## src/rtl/ex_mem_pipe_pkg.sv

```systemverilog
`default_nettype none
// ============================================================================
// ex_mem_pipe_pkg : shared ALU opcodes, branch condition codes, flag layout
// Revision 1.0
// ============================================================================
package ex_mem_pipe_pkg;

    // ALU operation encodings used by the EX stage
    typedef enum logic [3:0] {
        OP_ADD = 4'h0,
        OP_SUB = 4'h1,
        OP_AND = 4'h2,
        OP_OR  = 4'h3,
        OP_XOR = 4'h4,
        OP_SHL = 4'h5,
        OP_SHR = 4'h6,
        OP_MOV = 4'h7
    } aluOp_e;

    // Branch condition codes
    localparam logic [2:0] c_COND_NEQ    = 3'b000;
    localparam logic [2:0] c_COND_EQ     = 3'b001;
    localparam logic [2:0] c_COND_GT     = 3'b010;
    localparam logic [2:0] c_COND_LT     = 3'b011;
    localparam logic [2:0] c_COND_GTE    = 3'b100;
    localparam logic [2:0] c_COND_LTE    = 3'b101;
    localparam logic [2:0] c_COND_OVFL   = 3'b110;
    localparam logic [2:0] c_COND_UNCOND = 3'b111;

    // Bit positions inside the {N,Z,V} flag register
    localparam int c_FLAG_N = 2;
    localparam int c_FLAG_Z = 1;
    localparam int c_FLAG_V = 0;

    localparam int c_DATA_W = 16;
    localparam int c_REG_W  = 4;

    typedef enum logic [0:0] {
        ST_RUN  = 1'b0,
        ST_HALT = 1'b1
    } pipeState_e;

endpackage : ex_mem_pipe_pkg
`default_nettype wire

```

## src/rtl/ex_mem_pipe_if.sv

```systemverilog
`default_nettype none
// ============================================================================
// ex_mem_pipe_if : EX-side inputs and MEM-side outputs of the EX/MEM register
// Revision 1.0
// ============================================================================
interface ex_mem_pipe_if;

    // EX stage -> pipe register
    logic        stall;
    logic        flush;
    logic        in_valid;
    logic [15:0] alu_dst;
    logic        alu_N;
    logic        alu_Z;
    logic        alu_V;
    logic        is_branch;
    logic [2:0]  cond;
    logic [15:0] br_target;
    logic [3:0]  rd;
    logic        reg_we;
    logic        mem_re;
    logic        mem_we;
    logic        hlt;
    logic [15:0] mem_wdata;

    // pipe register -> MEM stage / fetch / ALU
    logic [2:0]  flags;
    logic        out_valid;
    logic [15:0] result;
    logic [3:0]  out_rd;
    logic        out_reg_we;
    logic        out_mem_re;
    logic        out_mem_we;
    logic [15:0] out_wdata;
    logic        branch_taken;
    logic [15:0] branch_pc;
    logic        halted;

    modport master (
        output stall, flush, in_valid, alu_dst, alu_N, alu_Z, alu_V,
               is_branch, cond, br_target, rd, reg_we, mem_re, mem_we,
               hlt, mem_wdata,
        input  flags, out_valid, result, out_rd, out_reg_we, out_mem_re,
               out_mem_we, out_wdata, branch_taken, branch_pc, halted
    );

    modport slave (
        input  stall, flush, in_valid, alu_dst, alu_N, alu_Z, alu_V,
               is_branch, cond, br_target, rd, reg_we, mem_re, mem_we,
               hlt, mem_wdata,
        output flags, out_valid, result, out_rd, out_reg_we, out_mem_re,
               out_mem_we, out_wdata, branch_taken, branch_pc, halted
    );

endinterface : ex_mem_pipe_if
`default_nettype wire

```

## src/rtl/ex_mem_pipe_br_cond.sv

```systemverilog
`default_nettype none
// ============================================================================
// br_cond : combinational branch condition evaluation against {N,Z,V}
// Revision 1.0
// ============================================================================
module br_cond
    import ex_mem_pipe_pkg::*;
(
    input  wire logic [2:0] cond,
    input  wire logic [2:0] flags,
    output logic            take
);

    logic w_n;
    logic w_z;
    logic w_v;

    assign w_n = flags[c_FLAG_N];
    assign w_z = flags[c_FLAG_Z];
    assign w_v = flags[c_FLAG_V];

    always_comb begin
        take = 1'b0;
        case (cond)
            c_COND_NEQ:    take = ~w_z;
            c_COND_EQ:     take = w_z;
            c_COND_GT:     take = ~w_z & ~w_n;
            c_COND_LT:     take = w_n;
            c_COND_GTE:    take = w_z | ~w_n;
            c_COND_LTE:    take = w_n | w_z;
            c_COND_OVFL:   take = w_v;
            c_COND_UNCOND: take = 1'b1;
            default:       take = 1'b0;
        endcase
    end

endmodule : br_cond
`default_nettype wire

```

## src/rtl/ex_mem_pipe.sv

```systemverilog
`default_nettype none
// ============================================================================
// ex_mem_pipe : EX/MEM single-entry pipeline register, flag register,
//               branch resolution and RUN/HALT control
// Revision 1.0
// ============================================================================
module ex_mem_pipe
    import ex_mem_pipe_pkg::*;
(
    input  wire logic      clk,
    input  wire logic      rst,
    ex_mem_pipe_if.slave   bus
);

    pipeState_e            r_state;
    logic [2:0]            r_flags;
    logic                  r_valid;
    logic [c_DATA_W-1:0]   r_result;
    logic [c_DATA_W-1:0]   r_wdata;
    logic [c_DATA_W-1:0]   r_brPc;
    logic [c_REG_W-1:0]    r_rd;
    logic                  r_regWe;
    logic                  r_memRe;
    logic                  r_memWe;
    logic                  r_brTaken;
    logic                  r_halted;

    logic                  w_take;
    logic                  w_accept;
    logic                  w_load;

    // Condition is judged on the flags held before this edge, not the
    // branch instruction's own ALU flags.
    br_cond u_br_cond (
        .cond  (bus.cond),
        .flags (r_flags),
        .take  (w_take)
    );

    assign w_accept = bus.in_valid & ~bus.flush;
    // A flush overrides a stall so the entry is still replaced by a bubble.
    assign w_load   = ~bus.stall | bus.flush;

    always_ff @(posedge clk) begin
        if (rst) begin
            r_state   <= ST_RUN;
            r_flags   <= 3'b000;
            r_valid   <= 1'b0;
            r_result  <= '0;
            r_wdata   <= '0;
            r_brPc    <= '0;
            r_rd      <= '0;
            r_regWe   <= 1'b0;
            r_memRe   <= 1'b0;
            r_memWe   <= 1'b0;
            r_brTaken <= 1'b0;
            r_halted  <= 1'b0;
        end else begin
            case (r_state)
                ST_RUN: begin
                    if (w_load) begin
                        r_valid   <= w_accept;
                        r_result  <= bus.alu_dst;
                        r_wdata   <= bus.mem_wdata;
                        r_brPc    <= bus.br_target;
                        r_rd      <= bus.rd;
                        r_regWe   <= w_accept & bus.reg_we;
                        r_memRe   <= w_accept & bus.mem_re;
                        r_memWe   <= w_accept & bus.mem_we;
                        r_brTaken <= w_accept & bus.is_branch & w_take;
                        if (w_accept) begin
                            r_flags[c_FLAG_N] <= bus.alu_N;
                            r_flags[c_FLAG_Z] <= bus.alu_Z;
                            r_flags[c_FLAG_V] <= bus.alu_V;
                        end
                        if (w_accept & bus.hlt) begin
                            r_state  <= ST_HALT;
                            r_halted <= 1'b1;
                        end
                    end else begin
                        // Held entry: the redirect was already issued once.
                        r_brTaken <= 1'b0;
                    end
                end
                ST_HALT: begin
                    r_valid   <= 1'b0;
                    r_regWe   <= 1'b0;
                    r_memRe   <= 1'b0;
                    r_memWe   <= 1'b0;
                    r_brTaken <= 1'b0;
                    r_halted  <= 1'b1;
                end
                default: begin
                    r_state <= ST_RUN;
                end
            endcase
        end
    end

    assign bus.flags        = r_flags;
    assign bus.out_valid    = r_valid;
    assign bus.result       = r_result;
    assign bus.out_rd       = r_rd;
    assign bus.out_reg_we   = r_regWe;
    assign bus.out_mem_re   = r_memRe;
    assign bus.out_mem_we   = r_memWe;
    assign bus.out_wdata    = r_wdata;
    assign bus.branch_taken = r_brTaken;
    assign bus.branch_pc    = r_brPc;
    assign bus.halted       = r_halted;

endmodule : ex_mem_pipe
`default_nettype wire

```

## src/flat_wrapper.sv

```systemverilog
// flat-port wrapper written by rule: the top's interface ports become plain ports
module ex_mem_pipe_flat import ex_mem_pipe_pkg::*;
  (clk, rst, bus_stall, bus_flush, bus_in_valid, bus_alu_dst, bus_alu_N, bus_alu_Z, bus_alu_V, bus_is_branch, bus_cond, bus_br_target, bus_rd, bus_reg_we, bus_mem_re, bus_mem_we, bus_hlt, bus_mem_wdata, bus_flags, bus_out_valid, bus_result, bus_out_rd, bus_out_reg_we, bus_out_mem_re, bus_out_mem_we, bus_out_wdata, bus_branch_taken, bus_branch_pc, bus_halted);
  ex_mem_pipe_if bus_i ();
  input  wire logic clk;
  input  wire logic rst;
  input wire logic [$bits(bus_i.stall)-1:0] bus_stall;
  input wire logic [$bits(bus_i.flush)-1:0] bus_flush;
  input wire logic [$bits(bus_i.in_valid)-1:0] bus_in_valid;
  input wire logic [$bits(bus_i.alu_dst)-1:0] bus_alu_dst;
  input wire logic [$bits(bus_i.alu_N)-1:0] bus_alu_N;
  input wire logic [$bits(bus_i.alu_Z)-1:0] bus_alu_Z;
  input wire logic [$bits(bus_i.alu_V)-1:0] bus_alu_V;
  input wire logic [$bits(bus_i.is_branch)-1:0] bus_is_branch;
  input wire logic [$bits(bus_i.cond)-1:0] bus_cond;
  input wire logic [$bits(bus_i.br_target)-1:0] bus_br_target;
  input wire logic [$bits(bus_i.rd)-1:0] bus_rd;
  input wire logic [$bits(bus_i.reg_we)-1:0] bus_reg_we;
  input wire logic [$bits(bus_i.mem_re)-1:0] bus_mem_re;
  input wire logic [$bits(bus_i.mem_we)-1:0] bus_mem_we;
  input wire logic [$bits(bus_i.hlt)-1:0] bus_hlt;
  input wire logic [$bits(bus_i.mem_wdata)-1:0] bus_mem_wdata;
  output wire logic [$bits(bus_i.flags)-1:0] bus_flags;
  output wire logic [$bits(bus_i.out_valid)-1:0] bus_out_valid;
  output wire logic [$bits(bus_i.result)-1:0] bus_result;
  output wire logic [$bits(bus_i.out_rd)-1:0] bus_out_rd;
  output wire logic [$bits(bus_i.out_reg_we)-1:0] bus_out_reg_we;
  output wire logic [$bits(bus_i.out_mem_re)-1:0] bus_out_mem_re;
  output wire logic [$bits(bus_i.out_mem_we)-1:0] bus_out_mem_we;
  output wire logic [$bits(bus_i.out_wdata)-1:0] bus_out_wdata;
  output wire logic [$bits(bus_i.branch_taken)-1:0] bus_branch_taken;
  output wire logic [$bits(bus_i.branch_pc)-1:0] bus_branch_pc;
  output wire logic [$bits(bus_i.halted)-1:0] bus_halted;
  assign bus_i.stall = bus_stall;
  assign bus_i.flush = bus_flush;
  assign bus_i.in_valid = bus_in_valid;
  assign bus_i.alu_dst = bus_alu_dst;
  assign bus_i.alu_N = bus_alu_N;
  assign bus_i.alu_Z = bus_alu_Z;
  assign bus_i.alu_V = bus_alu_V;
  assign bus_i.is_branch = bus_is_branch;
  assign bus_i.cond = bus_cond;
  assign bus_i.br_target = bus_br_target;
  assign bus_i.rd = bus_rd;
  assign bus_i.reg_we = bus_reg_we;
  assign bus_i.mem_re = bus_mem_re;
  assign bus_i.mem_we = bus_mem_we;
  assign bus_i.hlt = bus_hlt;
  assign bus_i.mem_wdata = bus_mem_wdata;
  assign bus_flags = bus_i.flags;
  assign bus_out_valid = bus_i.out_valid;
  assign bus_result = bus_i.result;
  assign bus_out_rd = bus_i.out_rd;
  assign bus_out_reg_we = bus_i.out_reg_we;
  assign bus_out_mem_re = bus_i.out_mem_re;
  assign bus_out_mem_we = bus_i.out_mem_we;
  assign bus_out_wdata = bus_i.out_wdata;
  assign bus_branch_taken = bus_i.branch_taken;
  assign bus_branch_pc = bus_i.branch_pc;
  assign bus_halted = bus_i.halted;
  ex_mem_pipe u_core (.clk(clk), .rst(rst), .bus(bus_i));
endmodule
```

## config.mk

```make
export PLATFORM = sky130hd
export DESIGN_NAME = ex_mem_pipe_flat
export DESIGN_NICKNAME = d
export VERILOG_FILES = /design/src/rtl/ex_mem_pipe_pkg.sv /design/src/rtl/ex_mem_pipe_if.sv /design/src/rtl/ex_mem_pipe_br_cond.sv /design/src/rtl/ex_mem_pipe.sv /design/src/flat_wrapper.sv
export SDC_FILE = /design/constraint.sdc
export NUM_CORES = 1
export LEC_CHECK = 0
export CORE_ASPECT_RATIO = 0.9
export CORE_UTILIZATION = 37
export DETAILED_ROUTE_END_ITERATION = 6
export PLACE_DENSITY = 0.82
export SYNTH_ARGS = -nofsm -noshare
export SYNTH_HDL_FRONTEND = slang
export SYNTH_SLANG_ARGS = --single-unit
```

## constraint.sdc

```tcl
create_clock -name clk -period 1.6 [get_ports clk]
set_input_delay 0.48 -clock clk [delete_from_list [all_inputs] [get_ports clk]]
set_output_delay 0.48 -clock clk [all_outputs]
set_load 0.005 [all_outputs]
```

==> results by group, run 1 <==
Place
  – DP Cell Count: 465
  – Placed Area: 3630 um2
  – Final Wtd Congestion: 0.797
  – Final HPWL DP: 4170 um
  – PortBufs: 128

Detailed routing
  – Drt initial violations: 50
  – Drt total wl: 5980 um
  – DRC errors left: 0
  – WL/cell: 12.4 um
  – Vias per inst: 4.66
  – Remaining antenna violation count after routing: 0
  – Drt pass-1 iters: 4
  – Via count: between 2,000 and 2,500

Critical path
  – Crit path max-delay family: buffers and inverters
  – Critical path required time: 1.86 ns
  – Cell Chain, Critical Path: clkdlybuf4s50_1 > mux2_2 > a21oi_1 > o2111a_1
  – Worst Setup Start Kind: input port
  – CP max FO: 4
  – CP max stage delay: about 0.53 ns
  – CP arrival: 1.69 ns
  – Critical-path top delay cell: clkdlybuf4s50_1
  – CP Class: input port to flop
  – Bufs and invs on worst path: 1
  – CP endpoint kind: flop

Clock tree
  – Worst-path clk slew: 0.06 ns
  – Clk buf depth: 2
  – Clk sinks: 62
  – Clock Latency Late Sink: 0.33 ns
  – TritonCTS Buffers: 9
  – CTS Hold Bufs: 0
  – Root buffer cell: clkbuf_8
  – H-tree depth: 3
  – CTS tree: built

Synth
  – Post-Syn Area: roughly 2200 um2
  – Post-Synthesis Mean Instance Area: 8.05 um2
  – Synth Area in Simple Gates: 21.5%
  – Post-Synthesis Net Count: between 300 and 400
  – Mapped Cells: 274
  – Post-Synth XOR/XNOR Area: 0%
  – Post-synthesis cell type count: 18
  – Largest family of logic cells by synthesized area: simple AND/OR/NAND/NOR gates
  – YS warnings: 0
  – Compound-Gate Fraction of Synth Area: 16.5%
  – Adder-cell share of the synthesized area: 0%
  – Sequential fraction of the synthesis area: 56.3%
  – #FFs+latches synth: 62
  – Multiplexer area fraction after synthesis: less than 1%

Floorplanning
  – Io pins: about 130
  – Die Wd: 83.4 um
  – Core Region: between 5000 and 6000 um2
  – FP Rows: 26
  – Starting density of the core: 38.5%
  – Die area: 6270 um2
  – Die Y: 75.2 um

Cells and area
  – Final nets: approximately 480
  – Share of cells above drive strength 1: 10.7%
  – Final Cell Area: 3800 um2
  – Post-route insts no fill: between 400 and 500
  – Antenna Cells: 0
  – Final core utilization: 66.4%
  – Area growth from synthesis to layout: 72.4%

Job
  – Max-cap violations: 0

Pwr
  – LEAKAGE: between 1.5 and 2 nW
  – Overall power: 3.57 mW
  – Maximum vdd drop: 0.823 mV
  – PD cells: roughly 940 nW/um2

GRT
  – Number of global-route vias before repair: 2,063
  – Total GRT Usage: 19.1%
  – Initial antenna violation count: 0
  – First-pass GRT wire length: 9270 um
  – Largest net degree at the start of global routing: 39
  – Total grt overflow: 0

STA
  – Worst-Margin Slew: about 0.39 ns
  – Final number of hold-violating endpoints: 0
  – Tcrit/Tclk final: 89.3%
  – Unrepaired setup endpoints after global routing: no
  – Fmax: between 600 and 700 MHz
  – Final setup fails: 0
  – Min Clock Period, post-route: about 1.4 ns
  – Rel. slew slack: approximately three quarters
  – Skew final: about 0.0069 ns
  – Final hold slack: 0.440 ns
  – Pins over their slew limit: 0

Status
  – Status: finished clean

Min path
  – Hold Path Class: flop to flop
-- worst register-to-register path: cells and delay by family (launching register included) --
family,cells,cell delay (ns)
AOI/OAI and AO/OA,1,0.18
buffers and inverters,2,0.31
DFF,1,0.51
and+or+nand+nor,2,0.15
-- report_power, final --
part	leakage, nW	switching (mW)	internal [mW]
combinational	1.16	0.235	0.345
clock	0.0952	0.555	0.748
sequential	0.517	0.0446	1.64
total	1.78	0.835	2.74
-- cell families (layout without fill, tap and decap cells) --
family	Yosys count	count (layout)
AND/OR/NAND/NOR	119	119
AO/OA/AOI/OAI	67	67
flip-flops	62	62
buffers and inverters	24	162
multiplexers	2	2
-- layout make-up --
class	count	area [um2]
Timing Repair Buffer	141	1370
Clock buffer	11	141
Tap cell	70	87.6
Fill cell	506	1930
Inverter	6	22.5
Multi-Input combinational cell	188	875
Sequential cell	62	1260
Clock inverter	4	47.5
-- layer usage --
layer	routed length [um]	track usage [%]	share of wire, %	up-vias
met5	0	0	0	-
met4	63	5.75	1.1	0
met3	522	9.10	8.7	7
met2	2970	35.0	50	77
met1	2430	19.8	41	1003
li1	-	-	-	1158
-- layout by cell type (no fill, tap or decap) --
| cell | n |
|---|---|
| nand2_1 | 105 |
| mux2_2 | 1 |
| dlymetal6s2s_1 | 2 |
| dfxtp_2 | 12 |
| clkinvlp_4 | 1 |
| clkbuf_8 | 10 |
| o2111a_1 | 1 |
| a22oi_1 | 3 |
| a21oi_4 | 1 |
| clkdlybuf4s50_1 | 64 |
| inv_1 | 6 |
| buf_12 | 4 |
| dfxtp_1 | 50 |
| clkinv_2 | 2 |
| nor3b_1 | 2 |
| o2111ai_1 | 1 |
| buf_4 | 8 |
| clkbuf_16 | 1 |
| a21oi_1 | 58 |
| a311oi_1 | 1 |
| bufinv_16 | 1 |
| o22ai_1 | 1 |
| mux2i_1 | 1 |
| nor2_1 | 11 |
| a21o_4 | 1 |
| nor4b_4 | 1 |
| dlygate4sd2_1 | 61 |
| buf_2 | 1 |
| clkbuf_1 | 1 |
-- Yosys cell counts --
cell / number / area share (%)
a21o_1: 1 / 0.34
nor3b_1: 2 / 0.68
o22ai_1: 1 / 0.28
mux2_2: 1 / 0.51
dfxtp_1: 62 / 56
nor2_1: 11 / 1.9
a21oi_2: 1 / 0.40
a311oi_1: 1 / 0.40
inv_1: 6 / 1.0
o2111a_1: 1 / 0.51
a22oi_1: 3 / 1.0
nand2_1: 105 / 18
o2111ai_1: 1 / 0.40
buf_2: 11 / 2.5
nor4b_4: 1 / 1.1
clkbuf_1: 7 / 1.2
mux2i_1: 1 / 0.45
a21oi_1: 58 / 13
-- worst paths after layout --
kind	slack (ns)	cells past startpoint	start	to
setup / recovery	0.17	4	bus_cond[2]	u_core.bus.branch_taken$_SDFF_PP0_
hold / removal	0.44	2	u_core.bus.halted$_SDFFE_PP0P_	u_core.bus.halted$_SDFFE_PP0P_
setup reg to reg	0.34	5	u_core.r_state$_SDFF_PP0_	u_core.bus.out_reg_we$_SDFFE_PP0P_
hold reg to reg	0.44	2	u_core.bus.halted$_SDFFE_PP0P_	u_core.bus.halted$_SDFFE_PP0P_
-- what timing repair did --
action | in CTS | in global routing
cloned | 0 | 1
setup endpoints to repair | 61 | 8
setup buffers | 1 | 0
gates resized for setup | 73 | 4
-- state kept, by name, summed over array words and instances (netlist names) --
| register | flops |
|---|---|
| u_core.bus.result | 16 |
| u_core.bus.out_mem_re | 1 |
| u_core.bus.out_wdata | 16 |
| u_core.bus.out_rd | 4 |
| u_core.bus.out_mem_we | 1 |
| u_core.bus.branch_taken | 1 |
| u_core.bus.flags | 3 |
| u_core.bus.halted | 1 |
| u_core.r_state | 1 |
| u_core.bus.out_valid | 1 |
| u_core.bus.out_reg_we | 1 |
| u_core.bus.branch_pc | 16 |
-- through the flow --
step,setup WS [ns],setup TNS [ns]
after floorplan,0.269,0
after global placement,-0.225,-12.59
after global routing,0.131,0
after detailed placement,-0.299,-14.52
after CTS,0.0608,0
final,0.171,0
(Power assumes the default switching activity.)
==> inputs of run 2 (changes only) <==
--- a/config.mk
+++ b/config.mk
@@ -5,10 +5,12 @@
 export SDC_FILE = /design/constraint.sdc
 export NUM_CORES = 1
 export LEC_CHECK = 0
+export CAP_MARGIN = 10
 export CORE_ASPECT_RATIO = 0.9
-export CORE_UTILIZATION = 37
+export CORE_UTILIZATION = 41
 export DETAILED_ROUTE_END_ITERATION = 6
-export PLACE_DENSITY = 0.82
+export PLACE_DENSITY = 0.83
 export SYNTH_ARGS = -nofsm -noshare
 export SYNTH_HDL_FRONTEND = slang
+export SYNTH_HIERARCHICAL = 1
 export SYNTH_SLANG_ARGS = --single-unit
==> constraint.sdc (replaced) <==
create_clock -name clk -period 1.6 [get_ports clk]
set_input_delay 0.48 -clock clk [delete_from_list [all_inputs] [get_ports clk]]
set_output_delay 0.48 -clock clk [all_outputs]
set_load 0.01 [all_outputs]
==> results by group, run 2 <==
Clock tree
  – Clk sinks: 62 (unchanged)
  – Worst-path clk slew: 0.06 ns (about the same)
  – Clk buf depth: 2 (unchanged)
  – H-tree depth: 3 (unchanged)
  – CTS tree: built
  – Root buffer cell: clkbuf_8
  – Clock Latency Late Sink: 0.33 ns (about the same)
  – TritonCTS Buffers: 9 (unchanged)
  – CTS Hold Bufs: 0 (unchanged)

Critical path
  – CP endpoint kind: flop
  – Worst Setup Start Kind: input port
  – Reg2Reg Setup Slack: 0.43 ns (+0.09 ns)
  – CP arrival: 1.77 ns (+0.08 ns)
  – CP Class: input port to flop
  – CP max FO: 4 (unchanged)
  – Critical path required time: 1.82 ns (-0.04 ns)

Floorplanning
  – Die area: 7180 um2 (+14%)
  – Starting density of the core: 42.6% (+4.1 points)
  – Io pins: 129 (unchanged)
  – Die Wd: 89.2 um (+7.0%)
  – FP Rows: 28 (+7.7%)
  – Die Y: 80.5 um (+7.0%)
  – Core Region: 6590 um2 (+15%)

Cells and area
  – Filler instances: 574 (+13%)
  – Area growth from synthesis to layout: 53.3%
  – Final nets: 469 (-1.5%)
  – Post-route insts no fill: 495 (+2.7%)
  – Final core utilization: 65.3% (-1.1 points)
  – Antenna Cells: 0 (unchanged)
  – Most frequent cells in the layout: 105 x nand2b_1, 66 x clkdlybuf4s50_1, 61 x dlygate4sd2_1, 61 x dfxtp_1, 57 x mux2i_1
  – Reg area: 1240 um2 (-1.1%)
  – Multi-input gate area: 1400 um2 (+61%)
  – Most common cell after layout, fill and taps aside: nand2b_1
  – Share of cells above drive strength 1: 6.91% (-3.8 points)

Pwr
  – PD cells: 911 nW/um2 (-3.1%)
  – LEAKAGE: 2.07 nW (+16%)
  – Maximum vdd drop: 0.504 mV (-39%)
  – Overall power: 3.92 mW (+9.7%)

STA
  – Fmax: 645 MHz (-7.8%)
  – Unrepaired setup endpoints after global routing: no
  – Skew final: 0.00454 ns (-0.00232 ns)
  – Final number of hold-violating endpoints: 0 (unchanged)
  – Worst-Margin Slew: 0.367 ns (-0.0195 ns)
  – Rel. slew slack: 75.4% (+1.2 points)
  – Pins over their slew limit: 0 (unchanged)
  – Tcrit/Tclk final: 96.9% (+7.6 points)
  – Final setup fails: 0 (unchanged)
  – Min Clock Period, post-route: 1.55 ns (+0.122 ns)

Place
  – Final Wtd Congestion: 0.670 (-16%)
  – PortBufs: 128 (unchanged)
  – DP Cell Count: 480 (+3.2%)
  – Final HPWL DP: 4420 um (+5.9%)

Synth
  – Async set-reset flop share out of synthesis: 0% (unchanged)
  – Most common cell in the synthesized netlist: nand2b_1
  – Most common library cells after synthesis: 105 x nand2b_1, 62 x dfxtp_1, 57 x mux2i_1, 11 x clkbuf_1, 9 x nor2_1
  – Top cells by area, synth: dfxtp_1 44%, nand2b_1 23%, mux2i_1 20%
  – Top-area cell type share of the netlist area: 44.2% (-12 points)
  – Post-Synthesis Mean Instance Area: 10.3 um2 (+28%)
  – Leading area contributor after synthesis: dfxtp_1
  – Sequential fraction of the synthesis area: 44.2% (-12 points)
  – Mapped Cells: 272 (-0.73%)
  – Post-synthesis cell type count: 23 (+5)
  – Primary FF master, synth: dfxtp_1
  – Number of synthesized flops with an enable pin: 0 (unchanged)
  – Post-Syn Area: 2810 um2 (+27%)
  – Post-Synthesis Net Count: 340 (-0.58%)
  – YS warnings: 6 (+6)
  – #FFs+latches synth: 62 (unchanged)

Detailed routing
  – Drt initial violations: 59 (+18%)
  – Via count: 2,269 (+1.1%)
  – WL/cell: 12.7 um (+2.0%)
  – Drt pass-1 iters: 7 (+3)
  – Vias per inst: 4.58 (-1.6%)
  – Remaining antenna violation count after routing: 0 (unchanged)
  – Drt total wl: 6260 um (+4.8%)
  – DRC errors left: 0 (unchanged)

GRT
  – Number of global-route vias before repair: 2,181 (+5.7%)
  – Met2 usage: 29.6% (-5.4 points)
  – GRT busiest layer: met2
  – First-pass GRT wire length: 9660 um (+4.2%)
  – Routing usage on met1: 20.0% (+0.24 points)
  – Total grt overflow: 0 (unchanged)
  – Total GRT Usage: 17.8% (-1.3 points)
  – Initial antenna violation count: 0 (unchanged)
  – M3 GR Usage: 7.19% (-1.9 points)
  – Largest net degree at the start of global routing: 59 (+51%)

Job
  – Max-cap violations: 0 (unchanged)

Status
  – Status: finished clean

Min path
  – Hold Path Class: flop to flop
## run 2: changes by cell type after synthesis, moves of 5 or more
cell      previous run  this run
buf_12               0         5
nand2_1            105         1
a21oi_1             58         3
buf_2               11         1
nand2b_1             0       105
mux2i_1              1        57
## run 2: what timing repair did
| action | 4_1_cts | 5_1_grt |
|---|---|---|
| gates cloned | 0 | 0 |
| endpoints found under the setup margin | 61 | 2 |
| resized for setup | 62 | 0 |
| setup buffers | 0 | 0 |
| pin swaps | 0 | 1 |
## run 2: layout make-up
| type | count | area share (%) |
|---|---|---|
| clock buffer | 11 | 3.52 |
| inverter | 3 | 0.262 |
| sequential | 62 | 28.9 |
| timing repair buffer | 136 | 30.5 |
| clock inverter | 4 | 1.63 |
| tap | 90 | 2.62 |
| multi-input combinational | 189 | 32.6 |
## run 2: metrics by stage
| step | worst slack [ns] | area, um2 | hold slack (ns) | TNS [ns] |
|---|---|---|---|---|
| 3_3_place_gp | -0.229 | 4160 | 0.445 | -11.74 |
| 4_1_cts | 0.0599 | 4300 | 0.471 | 0 |
| 3_5_place_dp | -0.308 | 4160 | 0.460 | -13.75 |
| 6_report | 0.0492 | 4300 | 0.469 | 0 |
| 2_1_floorplan | 0.390 | 2810 | 0.470 | 0 |
| 5_1_grt | 0.0381 | 4300 | 0.485 | 0 |
## run 2: logic make-up after synthesis
logic type / after synthesis / synth area share [%]
buf+inv: 21 / 6.02
compound gates: 11 / 2.63
mux: 57 / 20.3
simple gates: 121 / 26.8
flops: 62 / 44.2
## run 2: worst paths after layout
path	cells past startpoint	to	startpoint
max	4	u_core/bus.flags[0]$_SDFFE_PP0P_	bus_stall
min	2	u_core/bus.result[11]$_SDFFE_PP0P_	u_core/bus.result[11]$_SDFFE_PP0P_
max reg2reg	3	u_core/bus.out_rd[1]$_SDFFE_PP0P_	u_core/r_state$_SDFF_PP0_
min reg2reg	2	u_core/bus.result[11]$_SDFFE_PP0P_	u_core/bus.result[11]$_SDFFE_PP0P_
## run 2: critical path, stage by stage
cell and delay, ns:
clkdlybuf4s50_1 0.54, nor4b_4 0.44, mux2i_1 0.25, nor2_1 0.06
## run 2: routing by layer
metal,share of wire [%],wire length [um],up-vias
li1,-,-,1140
met5,0,0,-
met2,46,2870,89
met4,0.99,62,0
met3,9.0,566,8
met1,44,2760,1032
## run 2: power by group
part	internal, mW	switching [mW]	total [mW]
clock	0.948	0.579	1.53
combinational	0.416	0.274	0.690
sequential	1.65	0.0523	1.70
